===== config.mk =====
export PLATFORM = sky130hd
export DESIGN_NAME = sync_fifo_prog_flat
export DESIGN_NICKNAME = d
export VERILOG_FILES = /design/src/rtl/sync_fifo_pkg.sv /design/src/rtl/sync_fifo_prog_if.sv /design/src/rtl/sync_fifo_ptr.sv /design/src/rtl/sync_fifo_prog.sv /design/src/flat_wrapper.sv
export SDC_FILE = /design/constraint.sdc
export NUM_CORES = 1
export LEC_CHECK = 0
export BUFFER_PORTS_ARGS = -buffer_cell sky130_fd_sc_hd__buf_2
export CELL_PAD_IN_SITES_DETAIL_PLACEMENT = 2
export CELL_PAD_IN_SITES_GLOBAL_PLACEMENT = 2
export CORE_ASPECT_RATIO = 1.75
export CORE_MARGIN = 5
export CORE_UTILIZATION = 45
export DETAILED_ROUTE_END_ITERATION = 6
export PLACE_DENSITY = 0.9
export SETUP_SLACK_MARGIN = 0.05
export SLEW_MARGIN = 20
export SYNTH_ARGS = -nofsm -noshare
export SYNTH_HDL_FRONTEND = slang
export SYNTH_HIERARCHICAL = 1
export SYNTH_SLANG_ARGS = --single-unit

===== constraint.sdc =====
create_clock -name clk -period 5.8 [get_ports clk]
set_input_delay 0.29 -clock clk [delete_from_list [all_inputs] [get_ports clk]]
set_output_delay 0.29 -clock clk [all_outputs]
set_load 0.02 [all_outputs]

===== src/rtl/sync_fifo_pkg.sv =====
// Shared constants and status payload for the programmable synchronous FIFO.
package sync_fifo_pkg;

  localparam int unsigned FIFO_WIDTH_DEF = 16;
  localparam int unsigned FIFO_DEPTH_DEF = 8;

  // Snapshot of the FIFO pulses and flags, for monitors and scoreboards
  typedef struct packed {
    logic wr_ack;
    logic overflow;
    logic underflow;
    logic full;
    logic empty;
    logic almostfull;
    logic almostempty;
  } fifo_status_t;

  // Width needed to hold an occupancy of 0..depth
  function automatic int unsigned cnt_width(input int unsigned depth);
    return $clog2(depth + 1);
  endfunction

endpackage


===== src/rtl/sync_fifo_prog_if.sv =====
// Handshake, data and status bundle of the programmable synchronous FIFO.
interface sync_fifo_prog_if
  import sync_fifo_pkg::*;
#(
  parameter int unsigned FIFO_WIDTH = FIFO_WIDTH_DEF,
  parameter int unsigned FIFO_DEPTH = FIFO_DEPTH_DEF
);
  localparam int unsigned CNT_W = cnt_width(FIFO_DEPTH);

  logic                  wr_en;
  logic                  rd_en;
  logic [FIFO_WIDTH-1:0] data_in;
  logic [CNT_W-1:0]      af_thresh;
  logic [CNT_W-1:0]      ae_thresh;
  logic [FIFO_WIDTH-1:0] data_out;
  logic                  wr_ack;
  logic                  overflow;
  logic                  underflow;
  logic                  full;
  logic                  empty;
  logic                  almostfull;
  logic                  almostempty;
  logic [CNT_W-1:0]      count;

  // Requester side
  modport master (
    output wr_en, rd_en, data_in, af_thresh, ae_thresh,
    input  data_out, wr_ack, overflow, underflow, full, empty,
           almostfull, almostempty, count
  );

  // FIFO side
  modport slave (
    input  wr_en, rd_en, data_in, af_thresh, ae_thresh,
    output data_out, wr_ack, overflow, underflow, full, empty,
           almostfull, almostempty, count
  );

endinterface


===== src/rtl/sync_fifo_ptr.sv =====
// Modulo-DEPTH wrap counter used for the FIFO read and write pointers.
module sync_fifo_ptr #(
  parameter  int unsigned DEPTH = 8,
  localparam int unsigned PTR_W = (DEPTH > 1) ? $clog2(DEPTH) : 1
) (
  input  logic             clk,
  input  logic             rst,
  input  logic             inc,
  output logic [PTR_W-1:0] ptr
);

  // Advance on inc, wrapping from DEPTH-1 back to 0
  always_ff @(posedge clk or posedge rst) begin
    if (rst) begin
      ptr <= '0;
    end else if (inc) begin
      if (ptr == PTR_W'(DEPTH - 1)) begin
        ptr <= '0;
      end else begin
        ptr <= ptr + PTR_W'(1);
      end
    end
  end

endmodule


===== src/rtl/sync_fifo_prog.sv =====
// Single-clock FIFO with arbitrary depth, programmable almost-full/almost-empty
// thresholds and an occupancy output.
// Build option: define SYNC_FIFO_FWFT_EN for first-word-fall-through read data.
module sync_fifo_prog
  import sync_fifo_pkg::*;
#(
  parameter int unsigned FIFO_WIDTH = FIFO_WIDTH_DEF,
  parameter int unsigned FIFO_DEPTH = FIFO_DEPTH_DEF
) (
  input  logic           clk,
  input  logic           rst,
  sync_fifo_prog_if.slave bus
);

  localparam int unsigned CNT_W = cnt_width(FIFO_DEPTH);
  localparam int unsigned PTR_W = (FIFO_DEPTH > 1) ? $clog2(FIFO_DEPTH) : 1;

  logic [FIFO_WIDTH-1:0] mem [FIFO_DEPTH];
  logic [PTR_W-1:0]      wr_ptr;
  logic [PTR_W-1:0]      rd_ptr;
  logic [CNT_W-1:0]      count_q;
  logic                  wr_ack_q;
  logic                  overflow_q;
  logic                  underflow_q;
  logic                  full_c;
  logic                  empty_c;
  logic                  wr_acc_c;
  logic                  rd_acc_c;

  // Occupancy flags and accept decisions from the pre-edge state
  always_comb begin
    full_c   = 1'b0;
    empty_c  = 1'b0;
    wr_acc_c = 1'b0;
    rd_acc_c = 1'b0;
    full_c   = (count_q == CNT_W'(FIFO_DEPTH));
    empty_c  = (count_q == '0);
    wr_acc_c = bus.wr_en && (!full_c || bus.rd_en);
    rd_acc_c = bus.rd_en && !empty_c;
  end

  sync_fifo_ptr #(.DEPTH(FIFO_DEPTH)) u_wr_ptr (
    .clk (clk),
    .rst (rst),
    .inc (wr_acc_c),
    .ptr (wr_ptr)
  );

  sync_fifo_ptr #(.DEPTH(FIFO_DEPTH)) u_rd_ptr (
    .clk (clk),
    .rst (rst),
    .inc (rd_acc_c),
    .ptr (rd_ptr)
  );

  // Storage array; contents are deliberately left unreset
  always_ff @(posedge clk) begin
    if (wr_acc_c) begin
      mem[wr_ptr] <= bus.data_in;
    end
  end

  // Occupancy: simultaneous accepted read and write leave it unchanged
  always_ff @(posedge clk or posedge rst) begin
    if (rst) begin
      count_q <= '0;
    end else if (wr_acc_c && !rd_acc_c) begin
      count_q <= count_q + CNT_W'(1);
    end else if (rd_acc_c && !wr_acc_c) begin
      count_q <= count_q - CNT_W'(1);
    end
  end

  // One-cycle status pulses reporting the previous cycle's requests
  always_ff @(posedge clk or posedge rst) begin
    if (rst) begin
      wr_ack_q    <= 1'b0;
      overflow_q  <= 1'b0;
      underflow_q <= 1'b0;
    end else begin
      wr_ack_q    <= wr_acc_c;
      overflow_q  <= bus.wr_en && !wr_acc_c;
      underflow_q <= bus.rd_en && !rd_acc_c;
    end
  end

`ifdef SYNC_FIFO_FWFT_EN
  // Head of queue presented directly; zero while empty
  always_comb begin
    bus.data_out = '0;
    if (!empty_c) begin
      bus.data_out = mem[rd_ptr];
    end
  end
`else
  logic [FIFO_WIDTH-1:0] data_q;

  // Registered read data, held across idle and rejected reads
  always_ff @(posedge clk or posedge rst) begin
    if (rst) begin
      data_q <= '0;
    end else if (rd_acc_c) begin
      data_q <= mem[rd_ptr];
    end
  end

  assign bus.data_out = data_q;
`endif

  assign bus.count       = count_q;
  assign bus.full        = full_c;
  assign bus.empty       = empty_c;
  assign bus.almostfull  = (count_q >= bus.af_thresh);
  assign bus.almostempty = (count_q <= bus.ae_thresh);
  assign bus.wr_ack      = wr_ack_q;
  assign bus.overflow    = overflow_q;
  assign bus.underflow   = underflow_q;

endmodule


===== src/flat_wrapper.sv =====
// flat-port wrapper written by rule: the top's interface ports become plain ports
module sync_fifo_prog_flat import sync_fifo_pkg::*;
#(
  parameter int unsigned FIFO_WIDTH = FIFO_WIDTH_DEF,
  parameter int unsigned FIFO_DEPTH = FIFO_DEPTH_DEF
)
  (clk, rst, bus_wr_en, bus_rd_en, bus_data_in, bus_af_thresh, bus_ae_thresh, bus_data_out, bus_wr_ack, bus_overflow, bus_underflow, bus_full, bus_empty, bus_almostfull, bus_almostempty, bus_count);
  sync_fifo_prog_if #(.FIFO_WIDTH(FIFO_WIDTH), .FIFO_DEPTH(FIFO_DEPTH)) bus_i ();
  input  logic clk;
  input  logic rst;
  input wire logic [$bits(bus_i.wr_en)-1:0] bus_wr_en;
  input wire logic [$bits(bus_i.rd_en)-1:0] bus_rd_en;
  input wire logic [$bits(bus_i.data_in)-1:0] bus_data_in;
  input wire logic [$bits(bus_i.af_thresh)-1:0] bus_af_thresh;
  input wire logic [$bits(bus_i.ae_thresh)-1:0] bus_ae_thresh;
  output wire logic [$bits(bus_i.data_out)-1:0] bus_data_out;
  output wire logic [$bits(bus_i.wr_ack)-1:0] bus_wr_ack;
  output wire logic [$bits(bus_i.overflow)-1:0] bus_overflow;
  output wire logic [$bits(bus_i.underflow)-1:0] bus_underflow;
  output wire logic [$bits(bus_i.full)-1:0] bus_full;
  output wire logic [$bits(bus_i.empty)-1:0] bus_empty;
  output wire logic [$bits(bus_i.almostfull)-1:0] bus_almostfull;
  output wire logic [$bits(bus_i.almostempty)-1:0] bus_almostempty;
  output wire logic [$bits(bus_i.count)-1:0] bus_count;
  assign bus_i.wr_en = bus_wr_en;
  assign bus_i.rd_en = bus_rd_en;
  assign bus_i.data_in = bus_data_in;
  assign bus_i.af_thresh = bus_af_thresh;
  assign bus_i.ae_thresh = bus_ae_thresh;
  assign bus_data_out = bus_i.data_out;
  assign bus_wr_ack = bus_i.wr_ack;
  assign bus_overflow = bus_i.overflow;
  assign bus_underflow = bus_i.underflow;
  assign bus_full = bus_i.full;
  assign bus_empty = bus_i.empty;
  assign bus_almostfull = bus_i.almostfull;
  assign bus_almostempty = bus_i.almostempty;
  assign bus_count = bus_i.count;
  sync_fifo_prog #(.FIFO_WIDTH(FIFO_WIDTH), .FIFO_DEPTH(FIFO_DEPTH)) u_core (.clk(clk), .rst(rst), .bus(bus_i));
endmodule

; Word-level counts from Yosys, hierarchy flattened
; Memory sizes are Yosys's and may differ from the RTL's. A register that Yosys moved wholly into a read port is not among the register bits.
; Index checks and enable logic that the tools add are counted.
[totals]
ff_bits = 13
mem_bits_rw = 128
inputBits = 28
out_inout_bits = 27
word_cells = 35
mem_count = 1
[memory_table]
columns = name, depth, word_bits, rd, rd_clocked_by_memory_dff, write_ports, line_no
row1 = u_core.mem, 8, 16, 1, 1, 1, sync_fifo_prog.sv:18  ; logic [FIFO_WIDTH-1:0] mem [FIFO_DEPTH];
[classes]
add_sub_neg = 4
order_cmp = 2
eq_ne = 3
muxes = 6
reduce_logical = 13
[op_table]
columns = op, count
row1 = $mux W4, 2
row2 = $add A3 B1 Y3 const B, 2
row3 = $eq A3 B3 Y1 const B, 2
row4 = $logic_and A1 B1 Y1, 6
row5 = $mux W3, 2
row6 = $add A4 B1 Y4 const B, 1
row7 = $eq A4 B4 Y1 const B, 1
row8 = $ge A4 B4 Y1, 1
row9 = $le A4 B4 Y1, 1
row10 = $logic_not A1 Y1, 4
row11 = $logic_not A4 Y1, 1
row12 = $sub A4 B1 Y4 const B, 1
row13 = $mux W1, 2
row14 = $reduce_bool A2 Y1, 1
row15 = $logic_or A1 B1 Y1, 1

; Longest topological paths before layout
; Gate-level depths: netlist of run 1.
[logic_depth]
depth_word = 8
depth_mapped = 11
mapped_depth_nobuf = 9

; Hierarchy
; Netlist of run 1, hierarchy kept.
[by_module_without_submodules]
columns = module, instances, cells_each, area_per_inst_um2
row1 = sync_fifo_prog, 1, 368, 6184.7
row2 = sync_fifo_ptr, 2, 12, 143.9

; Worst setup path before layout of run 1
; OpenSTA, ideal clock, no wires.
[synth_timing]
path_type = register to register
start = register u_core.count_q[0] (netlist: u_core/bus.count[0])
end = register u_core.count_q[3] (netlist: u_core/bus.count[3])
arrival_time_ns = 2.827
t_required_ns = 5.664
setup_slack_ns = 2.837
stages_incl_launch_ff = 11
synth_period_minus_slack_ns = 2.963
cell_sequence = dfrtp_1 > nor4_2 > nand2b_1 > buf_2 > buf_4 > ha_1 > inv_1 > ha_1 > a21o_1 > a2111oi_0 > o31ai_1
[synth_via]
elab_cells_between_ends = 16
[synth_rtl]
columns = item, line_no
row1 = "start, declared", sync_fifo_prog.sv:21  ; logic [CNT_W-1:0] count_q;
row2 = "start signal, assigned", sync_fifo_prog.sv:68  ; count_q <= count_q + CNT_W'(1);
row3 = "start signal, assigned", sync_fifo_prog.sv:70  ; count_q <= count_q - CNT_W'(1);
row4 = $logic_not A4 Y1 *, sync_fifo_prog.sv:37  ; empty_c = (count_q == '0);
row5 = net bus_empty, flat_wrapper.sv:21  ; output wire logic [$bits(bus_i.empty)-1:0] bus_empty;
row6 = $logic_not A1 Y1 *, sync_fifo_prog.sv:39  ; rd_acc_c = bus.rd_en && !empty_c;
row7 = $logic_and A1 B1 Y1 *, sync_fifo_prog.sv:39
row8 = $logic_not A1 Y1, sync_fifo_prog.sv:67  ; end else if (wr_acc_c && !rd_acc_c) begin
row9 = $logic_and A1 B1 Y1, sync_fifo_prog.sv:67
row10 = $mux W4 / $reduce_bool A2 Y1 (equally long branches), n/a
; Mark *: on every way through the listed nets, which the timed path passes. The rest lies on a longest branch. The select of a mux whose other input is x is not followed.
; A chain may end at the register's enable or synchronous reset.

; Worst setup path after layout of run 1
[layout_timing]
start = register u_core.count_q[0] (netlist: u_core/bus.count[0])
end = register u_core.count_q[3] (netlist: u_core/bus.count[3])
[layout_via]
elab_chain_len = 7
elab_cells_between_ends = 16
[layout_rtl]
columns = item, line_no
row1 = $eq A4 B4 Y1 *, sync_fifo_prog.sv:36  ; full_c = (count_q == CNT_W'(FIFO_DEPTH));
row2 = $logic_not A1 Y1 *, sync_fifo_prog.sv:38  ; wr_acc_c = bus.wr_en && (!full_c || bus.rd_en);
row3 = $logic_or A1 B1 Y1 *, sync_fifo_prog.sv:38
row4 = $logic_and A1 B1 Y1 *, sync_fifo_prog.sv:38
row5 = net u_core.wr_acc_c, sync_fifo_prog.sv:27  ; logic wr_acc_c;
row6 = $logic_not A1 Y1, sync_fifo_prog.sv:69  ; end else if (rd_acc_c && !wr_acc_c) begin
row7 = $logic_and A1 B1 Y1, sync_fifo_prog.sv:69
row8 = $reduce_bool A2 Y1 (no line), n/a
; Marks and branches as above.

==> metrics, run 1 <==
number of synthesized register bits=157; total CTS buffers=17; critical path's top delay family=compound AO/OA/AOI/OAI gates; Worst VDD drop=0.268 mV; crit path buf inv count=1; CTS max path bufs=2; Yosys cell types=38; register area share after synthesis=70.6%; met1 Track Usage GR=25.1%; hold path depth=2; Slew Limit Fails=0; root buffer cell=clkbuf_16; slowest cell on the critical path=or4b_1; Max stage delay on crit path=620 ps; worst-path maximum fanout=8; row count=58; CTS sink cnt=157; vias=3,689; Die W=101 um; cell area after synthesis=6470 um^2; Placement Setup Slack=2570 ps; dpl hpwl=10,500 um; Core ar.=14,200 um^2; Hold Crit Class=input pin to flop; Resize count post-CTS=0; IO Pins=55; Final Instance Count excl. Fillers=651; fin util=52.8%; most frequent CP cell=ha_1; worst reg-to-reg path cell count=8; Yosys warning total=6; number of cells on the critical path=8; Vias/cell=5.67; area grow syn2layout=16.0%; outcome=finished clean; Synth area leaders=edfxtp_1 59%, dfrtp_1 11%, mux2_2 6.1%, mux2i_1 5.1%, ha_1 2.9%; Die Y-Extent=169 um; DR pass1 iterations=4; H-tree depth=4; Worst-path clk slew=70 ps; GRT Util Overall=20.8%; number of enable flip-flop cells after synthesis=128; Skew-Pair Late Insertion Delay=420 ps; Pleak=2.87 nW; Nets=501; Cell Chain, Critical Path=or4b_1, o21a_1, ha_1, inv_1, ha_1, a21o_1, a2111oi_0, o31ai_1; overall power=4.07 mW; Tcrit/Tclk final=56.7%; Synth area leader=edfxtp_1; first-pass GRT wire length=25,700 um; dominant register cell in the synthesized netlist=edfxtp_1; Post-Syn Area per Cell=16.5 um^2; Worst-Margin Slew=1090 ps; initial antenna violation count=0; crit path DAT=3570 ps; Final GP Congestion=0.742; Initial Util=45.5%; largest net degree at the start of global routing=43; fillers=1,290; post-route cell area=7510 um^2; # setup viols final=0; setup slack after layout=2510 ps; GRT busiest layer=met2; PD cells=543 nW/um^2; MaxCap Viol Count=0; vias in the first global route=4,178; Max-slew headroom=26.9%; Post-DP Area=6900 um^2; GR Util met3=4.08%; highest clock rate=0.304 GHz; critical path class=flop to flop; Starting DRT DRC Count=182; total global routing overflow=0; Synth async-reset ratio=18.5%; Net Count, Synth=436; final wirelength=16,700 um; RSZ-0062 raised after global routing=false; critical path capture point type=flop; WHS=81.1 ps; CTS tree=done; layout cell share with drive strength beyond 1=30.4%; wire per inst=25.7 um; critical path data required time=6080 ps; Period minus WS final=3290 ps; ANT nets after route=0; Remaining DRCs=0; CP startpoint kind=flop; postcts setup bufs=0; top-count cell post-synth=edfxtp_1; Syn Inst Count=392; hold bufs inserted after CTS=1; area fraction of the dominant cell type after synthesis=59.4%; Synth top cells by count=128 x edfxtp_1, 35 x mux2_2, 33 x mux2i_1; die area=17,000 um^2; Final Hold Vio Count=0; Port Buffer Count=54; Sum Neg Setup Slack=0 ps; Setup Skew=14.5 ps; Cells after DPL=617; met2 Usage GRT=36.8%
-- metal layers --
layer / routed length, um / vias to the layer above
met5: 0 / -
met4: 249 / 0
met3: 769 / 14
met2: 9230 / 109
met1: 6460 / 1919
li1: - / 1647
-- power by group --
group | total (mW) | internal [mW] | switching, mW
registers | 1.65 | 1.46 | 0.194
logic | 1.31 | 0.527 | 0.784
clock network | 1.11 | 0.618 | 0.494
-- logic make-up after synthesis --
| group | Yosys count | synth area share (%) |
|---|---|---|
| fa+ha+maj | 16 | 3.21 |
| buf+inv | 33 | 3.40 |
| compound gates | 63 | 7.17 |
| simple gates | 51 | 3.81 |
| mux | 70 | 11.5 |
| flops | 157 | 70.6 |
| xor+xnor | 2 | 0.271 |
-- layout by cell type (no fill, tap or decap), types with 2 or more instances in the layout --
| cell type | instances |
|---|---|
| o21ai_0 | 3 |
| mux2_1 | 2 |
| o21ai_1 | 10 |
| nor3_1 | 3 |
| o21ai_2 | 6 |
| a221o_1 | 16 |
| inv_8 | 4 |
| clkbuf_16 | 17 |
| dfrtp_1 | 28 |
| xnor2_1 | 2 |
| nand2b_1 | 5 |
| inv_6 | 6 |
| buf_2 | 54 |
| nor2_1 | 9 |
| o22ai_1 | 18 |
| buf_4 | 9 |
| ha_1 | 15 |
| mux2_2 | 35 |
| nor3_4 | 2 |
| o21a_1 | 3 |
| clkinv_8 | 2 |
| edfxtp_1 | 128 |
| inv_1 | 14 |
| nand2_1 | 23 |
| a21o_1 | 4 |
| mux2i_1 | 33 |
-- state kept, by name (all words and copies together) (netlist names) --
name,cells
u_core/bus.count,4
u_core/bus.overflow,1
u_core/bus.data_out,16
u_core/u_wr_ptr/ptr,3
u_core/bus.wr_ack,1
u_core/mem,128
u_core/bus.underflow,1
u_core/u_rd_ptr/ptr,3
-- final cells by class --
class	count	area [um^2]	share of cell area, %
inverter	15	56.3	0.750
clock inverter	14	168	2.23
sequential	157	4570	60.9
clock buffer	18	429	5.72
multi-input combinational	202	1710	22.8
tap	180	225	3.00
antenna	1	2.50	0.0333
timing repair buffer	64	348	4.63
-- worst paths after layout --
path | end | slack, ps | start
setup reg to reg | u_core/bus.count[3]$_DFFE_PP0P_ | 2510 | u_core/bus.count[0]$_DFFE_PP0P_
min in group asynchronous | u_core/u_rd_ptr/ptr[1]$_DFFE_PP0P_ | 300 | rst
hold reg to reg | u_core/bus.data_out[7]$_DFFE_PP0P_ | 500 | u_core/bus.data_out[7]$_DFFE_PP0P_
hold / removal | u_core/bus.overflow$_DFF_PP0_ | 80 | bus_rd_en
max in group asynchronous | u_core/bus.data_out[11]$_DFFE_PP0P_ | 4880 | rst
setup / recovery | u_core/bus.count[3]$_DFFE_PP0P_ | 2510 | u_core/bus.count[0]$_DFFE_PP0P_
Power figures use the tool's default switching activity.
==> run 2, diff against run 1 <==
--- a/config.mk
+++ b/config.mk
@@ -10,9 +10,9 @@
 export CELL_PAD_IN_SITES_GLOBAL_PLACEMENT = 2
 export CORE_ASPECT_RATIO = 1.75
 export CORE_MARGIN = 5
-export CORE_UTILIZATION = 45
+export CORE_UTILIZATION = 44
 export DETAILED_ROUTE_END_ITERATION = 6
-export PLACE_DENSITY = 0.9
+export PLACE_DENSITY = 0.88
 export SETUP_SLACK_MARGIN = 0.05
 export SLEW_MARGIN = 20
 export SYNTH_ARGS = -nofsm -noshare
==> constraint.sdc (replaced) <==
create_clock -name clk -period 3.33 [get_ports clk]
set_input_delay 0.1665 -clock clk [delete_from_list [all_inputs] [get_ports clk]]
set_output_delay 0.1665 -clock clk [all_outputs]
set_load 0.02 [all_outputs]
==> run 2 against run 1 <==
Setup slack worse by 2200 ps. Register-to-register slack worse by 2200 ps. Power up 69%. Clock power up 59%. Critical path type unchanged. Critical endpoint unchanged.
==> metrics, run 2 (synthesis results as in run 1) <==
dpl hpwl=10,500 um (about the same); switching share of power=35.4% (-0.72 points); highest clock rate=0.327 GHz (+7.6%); initial antenna violation count=0 (unchanged); MaxCap Viol Count=0 (unchanged); CTS tree=done; critical path class=flop to flop; Worst VDD drop=0.421 mV (+57%); worst setup path startpoint=u_core/bus.count[0]$_DFFE_PP0P_; Internal=4.45 mW (+71%); critical path capture point type=flop; Slew Limit Fails=0 (unchanged); Reg with most FFs=u_core/mem; WHS=16.5 ps (-64.6 ps); Vias/cell=5.59 (-1.4%); Hold Path Origin=bus_data_in[10]; row count=58 (unchanged); CTS max path bufs=2 (unchanged); final wirelength=16,000 um (-4.5%); hold bufs inserted after CTS=4 (+3); register share of total power=41.5% (+1.0 points); Starting DRT DRC Count=268 (+47%); most frequent cells in the layout=128 x edfxtp_1, 54 x buf_2, 35 x mux2_2; wire per inst=24.3 um (-5.3%); CTS sink cnt=157 (unchanged); Max-slew headroom=36.1% (+9.2 points); vias=3,670 (-0.52%); total global routing overflow=0 (unchanged); Skew-Pair Late Insertion Delay=420 ps (about the same); Pleak=2.86 nW (-0.53%); hold endpoint=u_core/mem[6][10]$_DFFE_PP_; internal reg-to-reg setup slack=270 ps (-2240 ps); Nets=507 (+1.2%); outcome=finished clean; Core ar.=14,400 um^2 (+1.5%); switching pwr=2.44 mW (+66%); Initial Util=44.8% (-0.69 points); Final GP Congestion=0.719 (-3.1%); worst r2r src=u_core/bus.count[0]$_DFFE_PP0P_; critical path data required time=3600 ps (-2480 ps); first-pass GRT wire length=24,700 um (-4.1%); Period minus WS final=3060 ps (-232 ps); ANT nets after route=0 (unchanged); IO Pins=55 (unchanged); commonest non-fill, non-tap cell in the layout=edfxtp_1; Sum Neg Setup Slack=0 ps (unchanged); DR pass1 iterations=4 (unchanged); PD cells=918 nW/um^2 (+69%); Worst-Margin Slew=958 ps (-135 ps); vias in the first global route=4,122 (-1.3%); Setup Skew=22.1 ps (+7.52 ps); GRT Util Overall=19.6% (-1.2 points); Die Y-Extent=170 um (+1.1%); Worst-path clk slew=70 ps (about the same); H-tree depth=4 (unchanged); layout cell share with drive strength beyond 1=30.5% (+0.037 points); Port Buffer Count=54 (unchanged); total CTS buffers=17 (unchanged); area grow syn2layout=15.9% (about the same); Die W=102 um (+1.0%); largest net degree at the start of global routing=34 (-21%); Logic pwr share=32.8% (+0.6 points); hold path depth=1 (-1); Hold Crit Class=input pin to flop; overall power=6.89 mW (+69%); worst-path maximum fanout=8 (unchanged); Resize count post-CTS=0 (unchanged); Tcrit/Tclk final=91.8% (+35 points); die area=17,300 um^2 (+2.1%); Remaining DRCs=0 (unchanged); worst reg-to-reg path cell count=8 (unchanged); RSZ-0062 raised after global routing=false; postcts setup bufs=0 (unchanged); max reg flops=128 (unchanged); root buffer cell=clkbuf_16; clock share of power=25.7% (-1.6 points); Final Hold Vio Count=0 (unchanged); Worst R2R End=u_core/bus.count[3]$_DFFE_PP0P_; # setup viols final=0 (unchanged); crit path DAT=3330 ps (-240 ps); CP startpoint kind=flop
==> run 2: cell types whose count changed in the layout (fill, tap and decap cells not counted), moves of 2 or more <==
cell,delta
clkinvlp_4,+5
dlygate4sd3_1,+3
inv_8,-3
buf_4,+2
clkinv_8,-2
nor3_2,+2
nor3_4,-2
==> run 2: metrics by stage <==
stage / cell area, um^2 / util [%] / std cells / worst slack [ps]
after detailed placement: 6920 / 47.9 / 620 / 261
final: 7500 / 52.0 / 657 / 272
after global routing: 7500 / 51.9 / 656 / 89.5
after global placement: 6920 / 47.9 / 620 / 370
after CTS: 7500 / 51.9 / 656 / 255
after floorplan: 6470 / - / 392 / 367
==> run 2: power groups by stage <==
stage,Combinational (mW),Clock (mW),Sequential [mW]
after floorplan,1.55,0,2.90
after global placement,2.12,0,2.84
after detailed placement,2.29,0,2.90
after CTS,2.30,1.81,2.87
after global routing,2.45,1.93,2.91
final,2.26,1.77,2.86
==> run 2: routing by layer <==
| metal | global-route usage [%] | share of wire, % |
|---|---|---|
| met5 | 0 | 0 |
| met4 | 6.66 | 1.7 |
| met1 | 22.7 | 37 |
| met3 | 3.65 | 4.7 |
| met2 | 35.7 | 57 |
==> run 2: worst max path at each step <==
stage | to | slack, ps
2_1_floorplan | u_core/bus.count[3]$_DFFE_PP0P_ | 370
3_3_place_gp | u_core/bus.count[3]$_DFFE_PP0P_ | 370
3_5_place_dp | u_core/bus.count[3]$_DFFE_PP0P_ | 260
4_1_cts | u_core/bus.count[3]$_DFFE_PP0P_ | 260
5_1_grt | u_core/bus.count[3]$_DFFE_PP0P_ | 90
6_report | u_core/bus.count[3]$_DFFE_PP0P_ | 270
==> run 2: worst max-delay path: stages (launching register included) <==
cell and delay (ps):
dfrtp_1 480, or4b_1 600, o21a_1 320, ha_1 300, inv_1 180, ha_1 260
a21o_1 210, a2111oi_0 440, o31ai_1 140
==> run 2: area by class of cell <==
type | instances | area (um^2)
fillers | 1326 | 6940
clock buffers | 19 | 433
repair buffers | 70 | 413
flip-flops and latches | 157 | 4570
multi-input cells | 202 | 1700
clock inverters | 13 | 109
inverters | 15 | 56.3
diodes | 1 | 2.50
well taps | 180 | 225
